<file path="config.mk">
export PLATFORM = sky130hd
export DESIGN_NAME = mipi_rx_packet_decoder
export DESIGN_NICKNAME = d
export VERILOG_FILES = /design/src/rtl/mipi_csi_pkg.sv /design/src/rtl/mipi_csi_header_ecc.sv /design/src/rtl/mipi_rx_packet_decoder.sv
export SDC_FILE = /design/constraint.sdc
export NUM_CORES = 1
export LEC_CHECK = 0
export BUFFER_PORTS_ARGS = -buffer_cell sky130_fd_sc_hd__clkbuf_2
export CORE_ASPECT_RATIO = 0.6
export CORE_UTILIZATION = 32
export CTS_CLUSTER_SIZE = 14
export DETAILED_ROUTE_END_ITERATION = 12
export PLACE_DENSITY_LB_ADDON = 0.15
export RECOVER_POWER = 100
export SYNTH_ARGS = -nofsm -noshare
export SYNTH_HDL_FRONTEND = slang
export SYNTH_HIERARCHICAL = 1
export SYNTH_SLANG_ARGS = --single-unit
export TNS_END_PERCENT = 5
</file>
<file path="constraint.sdc">
create_clock -name clk_i -period 6.25 [get_ports clk_i]
set_clock_uncertainty 0.15 [all_clocks]
set_input_delay 1.25 -clock clk_i [delete_from_list [all_inputs] [get_ports clk_i]]
set_output_delay 1.25 -clock clk_i [all_outputs]
set_load 0.1 [all_outputs]
</file>
<file path="src/rtl/mipi_csi_pkg.sv">
// rtl/mipi_csi_pkg.sv - shared CSI-2 constants for the receive and transmit packet paths
//
// Purpose: data type codes, packet header field positions and the decoder
//          FSM state encodings, shared by the CSI-2 RX and TX blocks.
// Ports:   none (package).

package mipi_csi_pkg;

    // Data type codes (DI[5:0])
    localparam logic [5:0] DT_FS        = 6'h00;
    localparam logic [5:0] DT_FE        = 6'h01;
    localparam logic [5:0] DT_LS        = 6'h02;
    localparam logic [5:0] DT_LE        = 6'h03;
    localparam logic [5:0] DT_SHORT_MAX = 6'h0F;
    localparam logic [5:0] DT_RAW8      = 6'h2A;
    localparam logic [5:0] DT_RAW10     = 6'h2B;

    // Packet header field offsets within the first 32-bit word of a burst
    localparam int HDR_DT_LSB  = 0;
    localparam int HDR_DT_W    = 6;
    localparam int HDR_VC_LSB  = 6;
    localparam int HDR_VC_W    = 2;
    localparam int HDR_WC_LSB  = 8;
    localparam int HDR_WC_W    = 16;
    localparam int HDR_ECC_LSB = 24;
    localparam int HDR_ECC_W   = 6;
    localparam int HDR_DATA_W  = 24;

    // Decoder FSM states
    localparam logic [1:0] ST_IDLE    = 2'd0;
    localparam logic [1:0] ST_PAYLOAD = 2'd1;
    localparam logic [1:0] ST_DRAIN   = 2'd2;

endpackage

</file>
<file path="src/rtl/mipi_csi_header_ecc.sv">
// rtl/mipi_csi_header_ecc.sv - CSI-2 packet header 6-bit Hamming parity and syndrome
//
// Purpose: combinational parity over the 24 header bits (DI + WC) and the
//          syndrome against a received ECC byte. Tying ecc_i to zero makes
//          syndrome_o equal the parity, which is how a transmitter uses it.
// Ports:
//   data_i     [23:0] header bits, DI in [7:0], WC in [23:8]
//   ecc_i      [5:0]  received ECC bits
//   syndrome_o [5:0]  computed parity XOR ecc_i; zero means header intact

module mipi_csi_header_ecc (
    input  logic [23:0] data_i,
    input  logic [5:0]  ecc_i,
    output logic [5:0]  syndrome_o
);

    logic [5:0] w_parity;

    always_comb begin
        w_parity[0] = data_i[0]  ^ data_i[1]  ^ data_i[2]  ^ data_i[4]  ^ data_i[5]  ^
                      data_i[7]  ^ data_i[10] ^ data_i[11] ^ data_i[13] ^ data_i[16] ^
                      data_i[20] ^ data_i[21] ^ data_i[22] ^ data_i[23];
        w_parity[1] = data_i[0]  ^ data_i[1]  ^ data_i[3]  ^ data_i[4]  ^ data_i[6]  ^
                      data_i[8]  ^ data_i[10] ^ data_i[12] ^ data_i[14] ^ data_i[17] ^
                      data_i[20] ^ data_i[21] ^ data_i[22] ^ data_i[23];
        w_parity[2] = data_i[0]  ^ data_i[2]  ^ data_i[3]  ^ data_i[5]  ^ data_i[6]  ^
                      data_i[9]  ^ data_i[11] ^ data_i[12] ^ data_i[15] ^ data_i[18] ^
                      data_i[20] ^ data_i[21] ^ data_i[22];
        w_parity[3] = data_i[1]  ^ data_i[2]  ^ data_i[3]  ^ data_i[7]  ^ data_i[8]  ^
                      data_i[9]  ^ data_i[13] ^ data_i[14] ^ data_i[15] ^ data_i[19] ^
                      data_i[20] ^ data_i[21] ^ data_i[23];
        w_parity[4] = data_i[4]  ^ data_i[5]  ^ data_i[6]  ^ data_i[7]  ^ data_i[8]  ^
                      data_i[9]  ^ data_i[16] ^ data_i[17] ^ data_i[18] ^ data_i[19] ^
                      data_i[20] ^ data_i[22] ^ data_i[23];
        w_parity[5] = data_i[10] ^ data_i[11] ^ data_i[12] ^ data_i[13] ^ data_i[14] ^
                      data_i[15] ^ data_i[16] ^ data_i[17] ^ data_i[18] ^ data_i[19] ^
                      data_i[21] ^ data_i[22] ^ data_i[23];
    end

    assign syndrome_o = w_parity ^ ecc_i;

endmodule

</file>
<file path="src/rtl/mipi_rx_packet_decoder.sv">
// rtl/mipi_rx_packet_decoder.sv - CSI-2 receive packet decoder for a 4-lane aligned byte stream
//
// Purpose: parses the packet header on the first valid word of each burst,
//          strips header and CRC, emits long-packet payload with byte enables
//          and turns short packets into frame/line sync pulses.
// Ports:
//   clk_i              MIPI byte clock
//   reset_i            asynchronous active-high reset
//   lane_valid_i       aligned data valid for the whole burst
//   lane_byte_i [31:0] aligned bytes, [7:0] = lane0 = earliest byte
//   payload_o   [31:0] payload word, same byte order as input
//   payload_valid_o    payload_o valid
//   payload_be_o [3:0] byte enables for payload_o
//   data_type_o  [5:0] DT of current/last packet
//   virtual_channel_o [1:0] VC of current/last packet
//   word_count_o [15:0] WC of current/last packet
//   packet_done_o      pulse: long-packet payload complete
//   frame_start_o, frame_end_o, line_start_o, line_end_o  sync pulses
//   ecc_err_o          pulse: header rejected
//   trunc_err_o        pulse: burst ended before WC bytes arrived

module mipi_rx_packet_decoder
    import mipi_csi_pkg::*;
#(
    parameter int LANES     = 4,
    parameter bit CHECK_ECC = 1'b1
) (
    input  logic        clk_i,
    input  logic        reset_i,
    input  logic        lane_valid_i,
    input  logic [31:0] lane_byte_i,
    output logic [31:0] payload_o,
    output logic        payload_valid_o,
    output logic [3:0]  payload_be_o,
    output logic [5:0]  data_type_o,
    output logic [1:0]  virtual_channel_o,
    output logic [15:0] word_count_o,
    output logic        packet_done_o,
    output logic        frame_start_o,
    output logic        frame_end_o,
    output logic        line_start_o,
    output logic        line_end_o,
    output logic        ecc_err_o,
    output logic        trunc_err_o
);

    localparam logic [15:0] BYTES_PER_WORD = 16'(LANES);

    logic [1:0]  r_state;
    logic [15:0] r_remaining;

    logic [5:0]  w_syndrome;
    logic [5:0]  w_dt;
    logic [1:0]  w_vc;
    logic [15:0] w_wc;
    logic        w_hdr_bad;
    logic [3:0]  w_last_be;

    mipi_csi_header_ecc u_hdr_ecc (
        .data_i     (lane_byte_i[HDR_DATA_W-1:0]),
        .ecc_i      (lane_byte_i[HDR_ECC_LSB +: HDR_ECC_W]),
        .syndrome_o (w_syndrome)
    );

    assign w_dt      = lane_byte_i[HDR_DT_LSB +: HDR_DT_W];
    assign w_vc      = lane_byte_i[HDR_VC_LSB +: HDR_VC_W];
    assign w_wc      = lane_byte_i[HDR_WC_LSB +: HDR_WC_W];
    assign w_hdr_bad = CHECK_ECC && (w_syndrome != 6'd0);

    // Enables for the final word; only reached with 1..4 bytes left.
    always_comb begin
        w_last_be = 4'hF;
        case (r_remaining[2:0])
            3'd1:    w_last_be = 4'h1;
            3'd2:    w_last_be = 4'h3;
            3'd3:    w_last_be = 4'h7;
            default: w_last_be = 4'hF;
        endcase
    end

    always_ff @(posedge clk_i or posedge reset_i) begin
        if (reset_i) begin
            r_state           <= ST_IDLE;
            r_remaining       <= 16'd0;
            payload_o         <= 32'd0;
            payload_valid_o   <= 1'b0;
            payload_be_o      <= 4'd0;
            data_type_o       <= 6'd0;
            virtual_channel_o <= 2'd0;
            word_count_o      <= 16'd0;
            packet_done_o     <= 1'b0;
            frame_start_o     <= 1'b0;
            frame_end_o       <= 1'b0;
            line_start_o      <= 1'b0;
            line_end_o        <= 1'b0;
            ecc_err_o         <= 1'b0;
            trunc_err_o       <= 1'b0;
        end else begin
            // Pulses and payload strobes last exactly one cycle.
            payload_o       <= 32'd0;
            payload_valid_o <= 1'b0;
            payload_be_o    <= 4'd0;
            packet_done_o   <= 1'b0;
            frame_start_o   <= 1'b0;
            frame_end_o     <= 1'b0;
            line_start_o    <= 1'b0;
            line_end_o      <= 1'b0;
            ecc_err_o       <= 1'b0;
            trunc_err_o     <= 1'b0;

            case (r_state)
                ST_IDLE: begin
                    if (lane_valid_i) begin
                        // Header fields are latched even when the header is rejected.
                        data_type_o       <= w_dt;
                        virtual_channel_o <= w_vc;
                        word_count_o      <= w_wc;
                        if (w_hdr_bad) begin
                            ecc_err_o <= 1'b1;
                            r_state   <= ST_DRAIN;
                        end else if (w_dt <= DT_SHORT_MAX) begin
                            frame_start_o <= (w_dt == DT_FS);
                            frame_end_o   <= (w_dt == DT_FE);
                            line_start_o  <= (w_dt == DT_LS);
                            line_end_o    <= (w_dt == DT_LE);
                            r_state       <= ST_DRAIN;
                        end else if (w_wc == 16'd0) begin
                            packet_done_o <= 1'b1;
                            r_state       <= ST_DRAIN;
                        end else begin
                            r_remaining <= w_wc;
                            r_state     <= ST_PAYLOAD;
                        end
                    end
                end

                ST_PAYLOAD: begin
                    if (lane_valid_i) begin
                        payload_o       <= lane_byte_i;
                        payload_valid_o <= 1'b1;
                        if (r_remaining > BYTES_PER_WORD) begin
                            payload_be_o <= 4'hF;
                            r_remaining  <= r_remaining - BYTES_PER_WORD;
                        end else begin
                            payload_be_o  <= w_last_be;
                            packet_done_o <= 1'b1;
                            r_remaining   <= 16'd0;
                            r_state       <= ST_DRAIN;
                        end
                    end else begin
                        trunc_err_o <= 1'b1;
                        r_remaining <= 16'd0;
                        r_state     <= ST_IDLE;
                    end
                end

                ST_DRAIN: begin
                    if (!lane_valid_i) begin
                        r_state <= ST_IDLE;
                    end
                end

                default: begin
                    r_state <= ST_IDLE;
                end
            endcase
        end
    end

endmodule

</file>
After elaboration in Yosys (flattened, before gate mapping)
Cells that the tools add are included.
Operators by class
  add/sub/neg operators: 1
  magnitude comparators: 2
  equal/unequal tests: 14
  multiplexer cells: 51
  bitwise gates (word level): 74
  reductions and logical operators: 8
Operators by type and width (count)
  $mux W16: 6
  $xor A1 B1 Y1: 73
  $mux W32: 2
  $pmux W16 S2: 1
  $mux W1: 29
  $gt A16 B3 Y1 const B: 1
  $logic_not A16 Y1: 1
  $sub A16 B3 Y16 const B: 1
  $mux W2: 7
  $eq A6 B2 Y1 const B: 2
  $mux W4: 3
  $pmux W4 S3: 1
  $ne A2 B2 Y1 const B: 5
  $eq A3 B2 Y1 const B: 2
  $eq A6 B1 Y1 const B: 1
  $le A6 B4 Y1 const B: 1
  $logic_not A6 Y1: 1
  $pmux W2 S3: 1
  $reduce_bool A6 Y1: 1
  $xor A6 B6 Y6: 1
  $reduce_and A5 Y1: 1
  $eq A3 B1 Y1 const B: 1
  $ne A3 B3 Y1 const B: 1
  $reduce_and A3 Y1: 1
  other kinds (6): 6
Storage, ports and cells
  bits in registers: 86
  output and inout port bits: 68
  logic and storage cells: 165

Depth between registers and ports, before layout
Gate-level depths: netlist of the first run.
  depth in word-level cells: 18
  mapped depth: 9
  mapped depth without buffers: 8

Modules after synthesis
The synthesis of the first run kept the hierarchy.
Modules (own cells, without submodules)
  mipi_rx_packet_decoder: instances 1, cells each 295, area an instance 3544.6 um^2, seq. area each 2127.0 um^2
  mipi_csi_header_ecc: instances 1, cells each 44, area an instance 566.8 um^2, seq. area each 0.0 um^2

Least setup slack after synthesis of the first run
Ideal clock, no wire load.
  path type: in2reg
  start point: input port lane_byte_i[4]
  end point: register r_remaining[13]
  setup time: 124 ps
  arrival: 3971 ps
  data required time: 5976 ps
  slack: 2006 ps
  stages on the path: 9
  path through: xnor3_1 xnor2_2 xnor3_1 or4_1 or3_4 o41ai_4 buf_6 o21ai_2 a211o_1
Between the ends
  elaborated cells on any way between the ends: 40
  classes of those cells: 1 x order compare; 2 x eq/ne; 35 x bitwise; 2 x reduce/logical
RTL lines
  start: declaration: RTL line mipi_rx_packet_decoder.sv:31  | input logic [31:0] lane_byte_i,
  $xor A1 B1 Y1 (3 in a row): RTL line mipi_csi_header_ecc.sv:20  | w_parity[0] = data_i[0] ^ data_i[1] ^ data_i[2] ^ data_i[4] ^ data_i[5] ^
  $xor A1 B1 Y1 (5 in a row): RTL line mipi_csi_header_ecc.sv:21  | data_i[7] ^ data_i[10] ^ data_i[11] ^ data_i[13] ^ data_i[16] ^
  $xor A1 B1 Y1 (3 in a row): RTL line mipi_csi_header_ecc.sv:22  | data_i[20] ^ data_i[21] ^ data_i[22] ^ data_i[23];
  $xor A6 B6 Y6: RTL line mipi_csi_header_ecc.sv:40  | assign syndrome_o = w_parity ^ ecc_i;
  named net w_syndrome[0]: RTL line mipi_rx_packet_decoder.sv:52  | logic [5:0] w_syndrome;
  $reduce_bool A6 Y1: RTL line mipi_rx_packet_decoder.sv:68  | assign w_hdr_bad = CHECK_ECC && (w_syndrome != 6'd0);
  $ne A2 B2 Y1 (no source line)
  $reduce_and A5 Y1 (no source line)
  end signal: assignment: RTL line mipi_rx_packet_decoder.sv:131  | r_remaining <= w_wc;
  end signal: assignment: RTL line mipi_rx_packet_decoder.sv:143  | r_remaining <= r_remaining - BYTES_PER_WORD;
  end: declaration: RTL line mipi_rx_packet_decoder.sv:50  | logic [15:0] r_remaining;
The timed path passes the listed nets, and every way through them passes these cells.
A chain may end at the register's enable or synchronous reset.

Worst setup path after layout of the first run
  start point: input port lane_byte_i[20]
  end point: register r_remaining[5]
Between the ends
  elaborated cells on any way between the ends: 23
  classes of those cells: 2 x eq/ne; 18 x bitwise; 3 x reduce/logical
RTL lines
  $xor A1 B1 Y1: RTL line mipi_csi_header_ecc.sv:30  | data_i[9] ^ data_i[13] ^ data_i[14] ^ data_i[15] ^ data_i[19] ^
  $xor A1 B1 Y1 (2 in a row): RTL line mipi_csi_header_ecc.sv:31  | data_i[20] ^ data_i[21] ^ data_i[23];
  $xor A6 B6 Y6: RTL line mipi_csi_header_ecc.sv:40
  named net w_syndrome[3]: RTL line mipi_rx_packet_decoder.sv:52
  $reduce_bool A6 Y1: RTL line mipi_rx_packet_decoder.sv:68
  $ne A2 B2 Y1 (no source line)
  $reduce_and A5 Y1 (no source line)
The timed path passes the listed nets, and every way through them passes these cells.

==> flow_metrics.env, run 1 <==
export IMPL_status="complete, no violations"
export IMPL_finalNetCount=476
export IMPL_setup_violations=0
export IMPL_layout_min_cycle_time_ns=5.08
export IMPL_ir_drop_uv=216
export IMPL_cts_hold_buf=0
export IMPL_clock_latency_ns=0.34
export IMPL_numClockSinks=85
export IMPL_tritoncts="done"
export IMPL_io_buffers=102
export IMPL_fp_row_count=31
export IMPL_drc=0
export IMPL_whs_endpoint="word_count_o[2]"
export IMPL_max_slew_margin_pct=0.837
export IMPL_drive_gt1_share_pct=18.7
export IMPL_cts_resized=0
export IMPL_synth_edf_count=0
export IMPL_hp_start="word_count_o[2]"
export IMPL_layout_commonest_cell="dfrtp_1"
export IMPL_clockBufferDepth=2
export IMPL_worst_pin_slew_ns=1.49
export IMPL_ff2ff_path_depth=5
export IMPL_dieArea_sq_um=13300
export IMPL_endpoint_kind="flip-flop"
export IMPL_cts_root_buf="clkbuf_16"
export IMPL_synth_fa_ha_area_share_pct=0.609
export IMPL_required_ns=6.32
export IMPL_ys_ff_latch=85
export IMPL_numCtsBuffers=9
export IMPL_ant_nets=0
export IMPL_crit_fanout=20
export IMPL_final_cell_mix="dfrtp_1, clkbuf_1, and3_1, clkbuf_2, xnor2_1"
export IMPL_finalNonFillerCells=609
export IMPL_post_cts_repair_setup_buffers=0
export IMPL_rrSetupSlack_ns=3.22
export IMPL_grt_pass1_vias=3041
export IMPL_first_pass_iters=4
export IMPL_leakage_nw=2.39
export IMPL_grt_pass1_wl_microns=18500
export IMPL_fill_cells=1214
export IMPL_synth_cells=339
export IMPL_cap_violations=0
export IMPL_hold_class="reg -> reg"
export IMPL_synth_xor_area_share_pct=14.2
export IMPL_finalCritPeriodShare_pct=81.3
export IMPL_synth_compound_area_share_pct=9.10
export IMPL_postSynth_asyncResetShare_pct=100
export IMPL_synth_area_mux_share_pct=7.06
export IMPL_antenna_cells=0
export IMPL_num_vias=3020
export IMPL_die_y_microns=89.8
export IMPL_clkTransAtPathRegs_ns=0.07
export IMPL_finalWeightedCongestion=0.858
export IMPL_dp_slack_ns=1.00
export IMPL_htreeDepth=3
export IMPL_start_util_pct=33.4
export IMPL_critical_path_arrival_ns=5.15
export IMPL_synthFlopType="dfrtp_1"
export IMPL_totalWireLength_microns=11700
export IMPL_yosys_area_share_simple_pct=14.4
export IMPL_start_kind="input port"
export IMPL_dp_hpwl_microns=8530
export IMPL_setup_ws_ns=1.17
export IMPL_drv_slew=0
export IMPL_grt_usage_pct=18.7
export IMPL_grt_overflow=0
export IMPL_power_density_nw_per_um2=375
export IMPL_whs_path_depth=1
export IMPL_core_sq_um=12300
export IMPL_timing_fmax_ghz=0.197
export IMPL_reg2reg_from="r_state[1]"
export IMPL_syn_area_sq_um=4110
export IMPL_yosysSeqAreaShare_pct=51.7
export IMPL_drt_iter0_markers=140
export IMPL_syn_nets=376
export IMPL_via_per_inst=4.96
export IMPL_avgSynthCellArea_sq_um=12.1
export IMPL_synthToLayoutAreaGrowth_pct=21.3
export IMPL_io_pin_count=103
export IMPL_antenna_found_initial=0
export IMPL_placed_cells=593
export IMPL_r2r_end="line_start_o"
export IMPL_synth_top_family_by_area="simple AND/OR/NAND/NOR gates"
export IMPL_wl_per_cell_microns=19.3
export IMPL_fin_setup_tns_ns=0
export IMPL_hold_violations=0
export IMPL_grt_max_degree=68
export IMPL_ys_warn_count=6
export IMPL_yosys_cell_types_count=54
export IMPL_die_w_microns=148
export IMPL_path_class="in -> reg"
export IMPL_rsz0062_at_grt="false"
==> per-stage QoR <==
stage / hold slack [ns] / power, W / cell area (sq um) / util, %
after CTS: 0.365 / 0.00190 / 5100 / 41.5
after global placement: 0.342 / 0.00134 / 4800 / 39.0
final: 0.358 / 0.00187 / 4990 / 40.6
after floorplan: 0.317 / 0.00121 / 4110 / -
after detailed placement: 0.342 / 0.00135 / 4800 / 39.0
after global routing: 0.376 / 0.00196 / 4990 / 40.6
==> registers in the layout, summed over array words and instances, names as in the netlist, 2 cells and up <==
| signal | flops |
|---|---|
| r_remaining | 16 |
| word_count_o | 16 |
| payload_o | 32 |
| data_type_o | 6 |
| virtual_channel_o | 2 |
| r_state | 2 |
| payload_be_o | 3 |
==> critical path, stage by stage <==
cell      delay, ns
clkbuf_1       0.37
xnor2_1        0.24
xnor3_2        0.50
xnor3_1        0.38
or4_1          0.50
or3_1          0.42
o41ai_4        0.90
o21ai_0        0.24
a221o_1        0.34
==> final cells by class <==
class / instances / area, sq um / area share [%]
flip-flops and latches: 85 / 2130 / 42.7
multi-input cells: 226 / 1860 / 37.3
clock inverters: 5 / 60.1 / 1.20
well taps: 165 / 206 / 4.14
repair buffers: 107 / 450 / 9.03
inverters: 10 / 38.8 / 0.778
clock buffers: 11 / 243 / 4.87
==> worst max-delay path by stage <==
stage / endpoint / slack (ns) / from / cells after the start
after CTS: r_remaining[5] / 1.36 / lane_byte_i[4] / 9
final: r_remaining[5] / 1.17 / lane_byte_i[20] / 9
after floorplan: r_remaining[13] / 2.01 / lane_byte_i[4] / 9
after detailed placement: r_remaining[5] / 1.00 / lane_byte_i[4] / 9
after global placement: r_remaining[5] / 1.14 / lane_byte_i[4] / 9
after global routing: r_remaining[13] / 0.95 / lane_byte_i[20] / 9
==> synth_stat cells, types with 2 or more instances <==
cell type / number / area share, %
xnor3_1: 11 / 6.0
or3_1: 3 / 0.46
o21ai_2: 2 / 0.43
inv_1: 10 / 0.91
a22o_1: 4 / 0.85
mux2_2: 24 / 6.6
nor2b_1: 3 / 0.46
nor4_1: 8 / 1.2
nand2b_1: 3 / 0.46
a21oi_1: 7 / 0.85
clkbuf_1: 15 / 1.4
mux2i_1: 2 / 0.49
nor2_1: 11 / 1.0
xor2_1: 5 / 1.1
o211ai_1: 2 / 0.37
and3_1: 33 / 5.0
o21ai_0: 10 / 1.2
nand4_1: 2 / 0.30
ha_1: 2 / 0.61
a31o_2: 2 / 0.43
a21boi_0: 2 / 0.37
a2bb2oi_1: 3 / 0.64
a21o_1: 3 / 0.55
nor3b_1: 3 / 0.55
dfrtp_1: 85 / 52
nor3_1: 13 / 1.6
a211o_1: 3 / 0.64
or4_1: 4 / 0.73
nand2_1: 12 / 1.1
xnor2_2: 2 / 0.79
xnor2_1: 27 / 5.8
==> layer usage <==
layer	vias to the layer above	GRT usage [%]	part of all wire (%)
met5	-	0	0
met4	0	3.95	0.54
met3	6	7.01	10
met2	129	21.5	35
met1	1462	31.1	54
li1	1423	-	-
==> logic make-up (layout without fill, tap and decap cells) <==
kind of cell    count (synthesis)  after routing
compound gates                 49             49
simple gates                  103            103
flops                          85             85
buf+inv                        28            133
fa+ha+maj                       2              2
xor+xnor                       46             46
mux                            26             26
==> report_power, final <==
group          switching, W  leakage (nW)  total (W)  internal (W)
Combinational      0.000457          1.14   0.000654      0.000197
Clock              0.000217         0.134   0.000537      0.000321
Sequential        0.0000616          1.11   0.000678      0.000616
Power figures use the tool's default switching activity.
==> inputs of run 2 (changes only) <==
- ABC_AREA: not set -> 1
- clock period: 6.25 -> 4.3 ns (I/O delays scaled with it)
==> run 2 against run 1 <==
Effect of this change:
- the flow now finishes with violations (capacitance limit, slew limit)
- area after synthesis is 18% higher
- combinational power increased to 2.8 times the previous value
- non-clock buffer count is 4 lower
- cell area grew 14%
- sequential power grew 67%
- synthesized cell count increased by 91%
- cell count is 55% higher
- critical path depth grew 11
- total power increased by 100%
- register-to-register slack lost 2.3 ns
- wire length is 23% higher
- via count grew 41%
==> flow_metrics.env, run 2 <==
export IMPL_hold_violations=0
export IMPL_drv_slew=57
export IMPL_whs_ns=0.337
export IMPL_postSynth_asyncResetShare_pct=100
export IMPL_reg2reg_from="r_state[1]"
export IMPL_largest_reg_flops=32
export IMPL_crit_chain="clkbuf_1 > inv_1 > nand2_1 > nand2_1 > nand2_1 > nand2_1 > nand2_1 > nand3_1 > nand2_1 > nand2_1 > nand2_1 > inv_1 > nor2_1 > nand3_1 > nor2_1 > nand3_1 > nand2_4 > inv_1 > nand2_1 > nand2_1"
export IMPL_clockBufferDepth=2
export IMPL_cap_violations=1
export IMPL_avgSynthCellArea_sq_um=7.51
export IMPL_register_area_sq_um=2130
export IMPL_crit_path_start="lane_byte_i[10]"
export IMPL_yosys_top_cells_area="dfrtp_1, nand2_1, inv_1"
export IMPL_clock_latency_ns=0.34
export IMPL_syn_area_sq_um=4850
export IMPL_wl_per_cell_microns=15.4
export IMPL_ys_ff_latch=85
export IMPL_finalCritPeriodShare_pct=79.9
export IMPL_synth_most_common_cell="nand2_1"
export IMPL_use_met3_pct=4.31
export IMPL_grt_max_degree=57
export IMPL_path_class="in -> reg"
export IMPL_post_cts_repair_setup_buffers=0
export IMPL_worst_pin_slew_ns=2.52
export IMPL_antenna_found_initial=0
export IMPL_grt_overflow=0
export IMPL_largestRegisters="payload_o (32), r_remaining (16), word_count_o (16)"
export IMPL_tritoncts="done"
export IMPL_numClockSinks=85
export IMPL_layout_min_cycle_time_ns=3.44
export IMPL_fill_cells=1611
export IMPL_placed_cells=926
export IMPL_leakage_nw=3.04
export IMPL_hp_start="data_type_o[2]"
export IMPL_ant_nets=0
export IMPL_finalWeightedCongestion=0.853
export IMPL_path_common_cell="nand2_1"
export IMPL_core_sq_um=14600
export IMPL_totalWireLength_microns=14500
export IMPL_fin_setup_tns_ns=0
export IMPL_top_register="payload_o"
export IMPL_crit_fanout=19
export IMPL_synth_top_area_share_pct=43.8
export IMPL_status="finished with violations"
export IMPL_finalNetCount=776
export IMPL_ir_drop_uv=460
export IMPL_grt_pass1_wl_microns=23000
export IMPL_yosys_cell_types_count=32
export IMPL_max_slew_margin_pct=-69.0
export IMPL_hold_class="reg -> reg"
export IMPL_rsz0062_at_grt="false"
export IMPL_fp_row_count=34
export IMPL_endpoint_kind="flip-flop"
export IMPL_synthFlopType="dfrtp_1"
export IMPL_io_pin_count=103
export IMPL_first_pass_iters=5
export IMPL_drc=0
export IMPL_crit_path_top_delay_cell="clkbuf_1"
export IMPL_crit_path_max_incr_delay_ns=0.42
export IMPL_via_per_inst=4.51
export IMPL_setup_violations=0
export IMPL_required_ns=4.37
export IMPL_synthTopCellsByCount="nand2_1, dfrtp_1, inv_1"
export IMPL_final_core_util_pct=38.7
export IMPL_critical_path_arrival_ns=3.51
export IMPL_cts_hold_buf=0
export IMPL_htreeDepth=3
export IMPL_io_buffers=102
export IMPL_start_kind="input port"
export IMPL_cts_resized=0
export IMPL_drive_gt1_share_pct=9.95
export IMPL_num_vias=4252
export IMPL_final_cell_mix="nand2_1, dfrtp_1, inv_1"
export IMPL_drt_iter0_markers=309
export IMPL_synth_cells=646
export IMPL_cts_root_buf="clkbuf_16"
export IMPL_start_util_pct=33.2
export IMPL_dieArea_sq_um=15700
export IMPL_antenna_cells=0
export IMPL_grt_busiest_layer="met1"
export IMPL_grt_use_met2_pct=26.1
export IMPL_grt_usage_pct=19.4
export IMPL_timing_fmax_ghz=0.291
export IMPL_ys_warn_count=6
export IMPL_multi_input_area_sq_um=2240
export IMPL_die_y_microns=97.4
export IMPL_synthToLayoutAreaGrowth_pct=16.7
export IMPL_yosysTopAreaCell="dfrtp_1"
export IMPL_die_w_microns=161
export IMPL_grtUsageMet1_pct=30.8
export IMPL_yosysSeqAreaShare_pct=43.8
export IMPL_layout_commonest_cell="nand2_1"
export IMPL_numCtsBuffers=9
export IMPL_clkTransAtPathRegs_ns=0.07
export IMPL_dp_hpwl_microns=11000
export IMPL_violations="capacitance limit, slew limit"
export IMPL_finalNonFillerCells=942
export IMPL_syn_nets=683
export IMPL_synth_edf_count=0
export IMPL_power_density_nw_per_um2=666
export IMPL_grt_pass1_vias=4000
[run 2: changes by cell type after synthesis, sizes merged, moves of 11 or more]
cell / delta
inv: +73
clkbuf: -11
xor2: +21
and3: -33
mux2: -24
nand2: +220
nand3: +29
o21ai: +32
buf: +14
xnor3: -12
nor2: +71
[run 2: per-layer routing]
metal | vias to the layer above | wire (microns) | share of wire (%)
li1 | 2132 | - | -
met1 | 1967 | 7880 | 54
met2 | 142 | 5570 | 38
met3 | 11 | 947 | 6.5
met4 | 0 | 111 | 0.77
met5 | - | 0 | 0
[run 2: worst paths after layout]
check                           cells past startpoint  slack, ns         endpoint
worst max register to register                      5       0.97  payload_be_o[2]
max in group asynchronous                           3       1.33    payload_o[27]
worst min register to register                      2       0.34   data_type_o[2]
worst max-delay path                               20       0.86   r_remaining[4]
worst min-delay path                                2       0.34   data_type_o[2]
min in group asynchronous                           2       1.03    payload_o[18]
[run 2: layout make-up]
type / count / area share (%)
clock buffers: 9 / 3.98
inverters: 83 / 5.52
clock inverters: 7 / 1.41
well taps: 198 / 4.37
flip-flops and latches: 85 / 37.5
multi-input cells: 457 / 39.6
repair buffers: 103 / 7.55
[run 2: power by group]
part	internal, W	switching (W)
registers	0.000975	0.000156
logic	0.000328	0.00150
clock network	0.000459	0.000354
[run 2: cell families after synthesis]
group	share of synthesized area [%]
AND/OR/NAND/NOR	30.8
buffers and inverters	9.33
flip-flops	43.8
XOR/XNOR	10.2
AO/OA/AOI/OAI	5.41
adder cells (fa/ha/maj)	0.516
[run 2: critical path, delay by kind of cell]
kind,cells,cell delay [ns]
buffers and inverters,4,0.83
AND/OR/NAND/NOR,16,1.81
[run 2: stage by stage]
stage	cell area [sq um]	setup WS, ns	total power (W)
global route	5670	0.504	0.00399
floorplan	4850	1.10	0.00264
detailed placement	5480	0.937	0.00300
finish	5670	0.864	0.00377
CTS	5780	1.29	0.00383
global placement	5480	1.01	0.00298
==> inputs of run 3 (changes only) <==
- clock period: 4.3 -> 2.8 ns (I/O delays scaled with it)
==> run 3 against run 2 <==
Effect of this change:
- the flow now finishes without violations
- cell count is 2.7% higher
- hold slack lost 0.29 ns
- register-to-register slack got worse by 0.55 ns
- count of clock-buffer cells in the layout increased by 1
- die area is the same
- critical path type unchanged
- clock power grew 46%
- first-iteration DRC count increased by 10%
- utilization rose by 1.2 points
- combinational power grew 54%
- wire length up 0.66%
==> flow_metrics.env, run 3 (synthesized netlist as in run 2, its figures left out) <==
export IMPL_status="complete, no violations"
export IMPL_grt_pass1_wl_microns=23100
export IMPL_required_ns=2.88
export IMPL_grtUsageMet1_pct=31.3
export IMPL_endpoint_kind="flip-flop"
export IMPL_drive_gt1_share_pct=12.9
export IMPL_grt_busiest_layer="met1"
export IMPL_rsz0062_at_grt="false"
export IMPL_rrSetupSlack_ns=0.42
export IMPL_crit_path_max_incr_delay_ns=0.28
export IMPL_ir_drop_uv=818
export IMPL_first_pass_iters=4
export IMPL_whs_ns=0.0488
export IMPL_io_pin_count=103
export IMPL_use_met3_pct=4.23
export IMPL_ff2ff_path_depth=7
export IMPL_worst_pin_slew_ns=1.21
export IMPL_timing_fmax_ghz=0.399
export IMPL_grt_pass1_vias=4159
export IMPL_crit_path_top_delay_cell="xnor2_1"
export IMPL_placed_cells=951
export IMPL_antenna_found_initial=0
export IMPL_grt_usage_pct=19.5
export IMPL_start_util_pct=33.2
export IMPL_cts_resized=0
export IMPL_dp_slack_ns=-0.000939
export IMPL_path_class="in -> reg"
export IMPL_cts_hold_buf=0
export IMPL_crit_end="r_remaining[7]"
export IMPL_finalNetCount=801
export IMPL_clockBufferDepth=2
export IMPL_final_core_util_pct=39.9
export IMPL_finalNonFillerCells=967
export IMPL_fill_cells=1604
export IMPL_leakage_nw=3.15
export IMPL_core_sq_um=14600
export IMPL_max_slew_margin_pct=19.9
export IMPL_synthToLayoutAreaGrowth_pct=20.4
export IMPL_finalCritPeriodShare_pct=89.4
export IMPL_cts_root_buf="clkbuf_16"
export IMPL_num_vias=4412
export IMPL_layout_commonest_cell="nand2_1"
export IMPL_largest_reg_flops=32
export IMPL_layout_min_cycle_time_ns=2.50
export IMPL_grt_max_degree=50
export IMPL_reg2reg_from="r_state[1]"
export IMPL_die_y_microns=97.4
export IMPL_antenna_cells=0
export IMPL_hold_class="in -> async"
export IMPL_cp_buffers_inverters=3
export IMPL_crit_family="simple AND/OR/NAND/NOR gates"
export IMPL_cap_violations=0
export IMPL_post_cts_repair_setup_buffers=0
export IMPL_top_register="payload_o"
export IMPL_die_w_microns=161
export IMPL_drv_slew=0
export IMPL_r2r_end="r_remaining[12]"
export IMPL_setup_violations=0
export IMPL_ant_nets=0
export IMPL_numClockSinks=85
export IMPL_total_power_w=0.00575
export IMPL_clock_latency_ns=0.35
export IMPL_hold_violations=0
export IMPL_dieArea_sq_um=15700
export IMPL_critical_path_arrival_ns=2.59
export IMPL_finalWeightedCongestion=0.889
export IMPL_final_cell_mix="nand2_1, dfrtp_1, inv_1"
export IMPL_grt_overflow=0
export IMPL_path_common_cell="nand2_1"
export IMPL_start_kind="input port"
export IMPL_dp_hpwl_microns=11300
export IMPL_tritoncts="done"
export IMPL_io_buffers=102
export IMPL_setup_ws_ns=0.295
export IMPL_totalWireLength_microns=14600
export IMPL_crit_fanout=11
export IMPL_worst_path_stages=16
export IMPL_grt_use_met2_pct=25.4
export IMPL_numCtsBuffers=9
export IMPL_crit_path_start="lane_byte_i[12]"
export IMPL_crit_chain="clkbuf_2 > xnor2_1 > xnor2_1 > inv_1 > nand2_1 > nand2_1 > nand2_1 > nand2_1 > nor2_1 > nand3_1 > nor2_2 > nand3_1 > nand2_4 > inv_2 > nand2_1 > nand2_1"
export IMPL_drt_iter0_markers=340
export IMPL_wl_per_cell_microns=15.1
export IMPL_htreeDepth=3
export IMPL_clkTransAtPathRegs_ns=0.07
export IMPL_drc=0
export IMPL_fp_row_count=34
export IMPL_power_density_nw_per_um2=984
export IMPL_via_per_inst=4.56
export IMPL_largestRegisters="payload_o (32), r_remaining (16), word_count_o (16)"
[run 3: changes by cell type in the layout (fill, tap and decap cells not counted), moves of 2 or more]
cell	change
buf_4	+21
clkbuf_1	+3
inv_1	-2
nor2_1	-2
o21ai_0	-2
o21ai_1	+2
[run 3: worst min-delay path by stage]
stage / to / cells past startpoint / startpoint / slack [ns]
after global routing: word_count_o[7] / 2 / reset_i / 0.08
after CTS: word_count_o[7] / 2 / reset_i / 0.004
after detailed placement: data_type_o[0] / 2 / data_type_o[0] / 0.31
after floorplan: r_remaining[10] / 2 / r_remaining[10] / 0.32
final: payload_o[18] / 2 / reset_i / 0.05
after global placement: data_type_o[0] / 2 / data_type_o[0] / 0.31
[run 3: final cells by class]
type / count / area, sq um / share of cell area (%)
clock inverter: 6 / 53.8 / 0.920
timing repair buffer: 128 / 602 / 10.3
multi-input combinational: 457 / 2260 / 38.7
tap: 198 / 248 / 4.24
clock buffer: 10 / 239 / 4.09
inverter: 83 / 313 / 5.35
sequential: 85 / 2130 / 36.4
[run 3: power by group]
group          switching (W)  internal (W)  total (W)
sequential          0.000241       0.00150    0.00174
clock               0.000551      0.000642    0.00119
combinational        0.00230      0.000527    0.00282
[run 3: metrics by stage]
| stage | area [sq um] | TNS (ns) |
|---|---|---|
| floorplan | 4860 | 0 |
| global placement | 5680 | 0 |
| detailed placement | 5680 | -0.000939 |
| CTS | 5970 | 0 |
| global route | 5850 | 0 |
| finish | 5850 | 0 |
[run 3: per-layer routing]
layer	share of wire, %	vias to the layer above
li1	-	2188
met1	55	2082
met2	38	127
met3	6.1	15
met4	1.4	0
met5	0	-
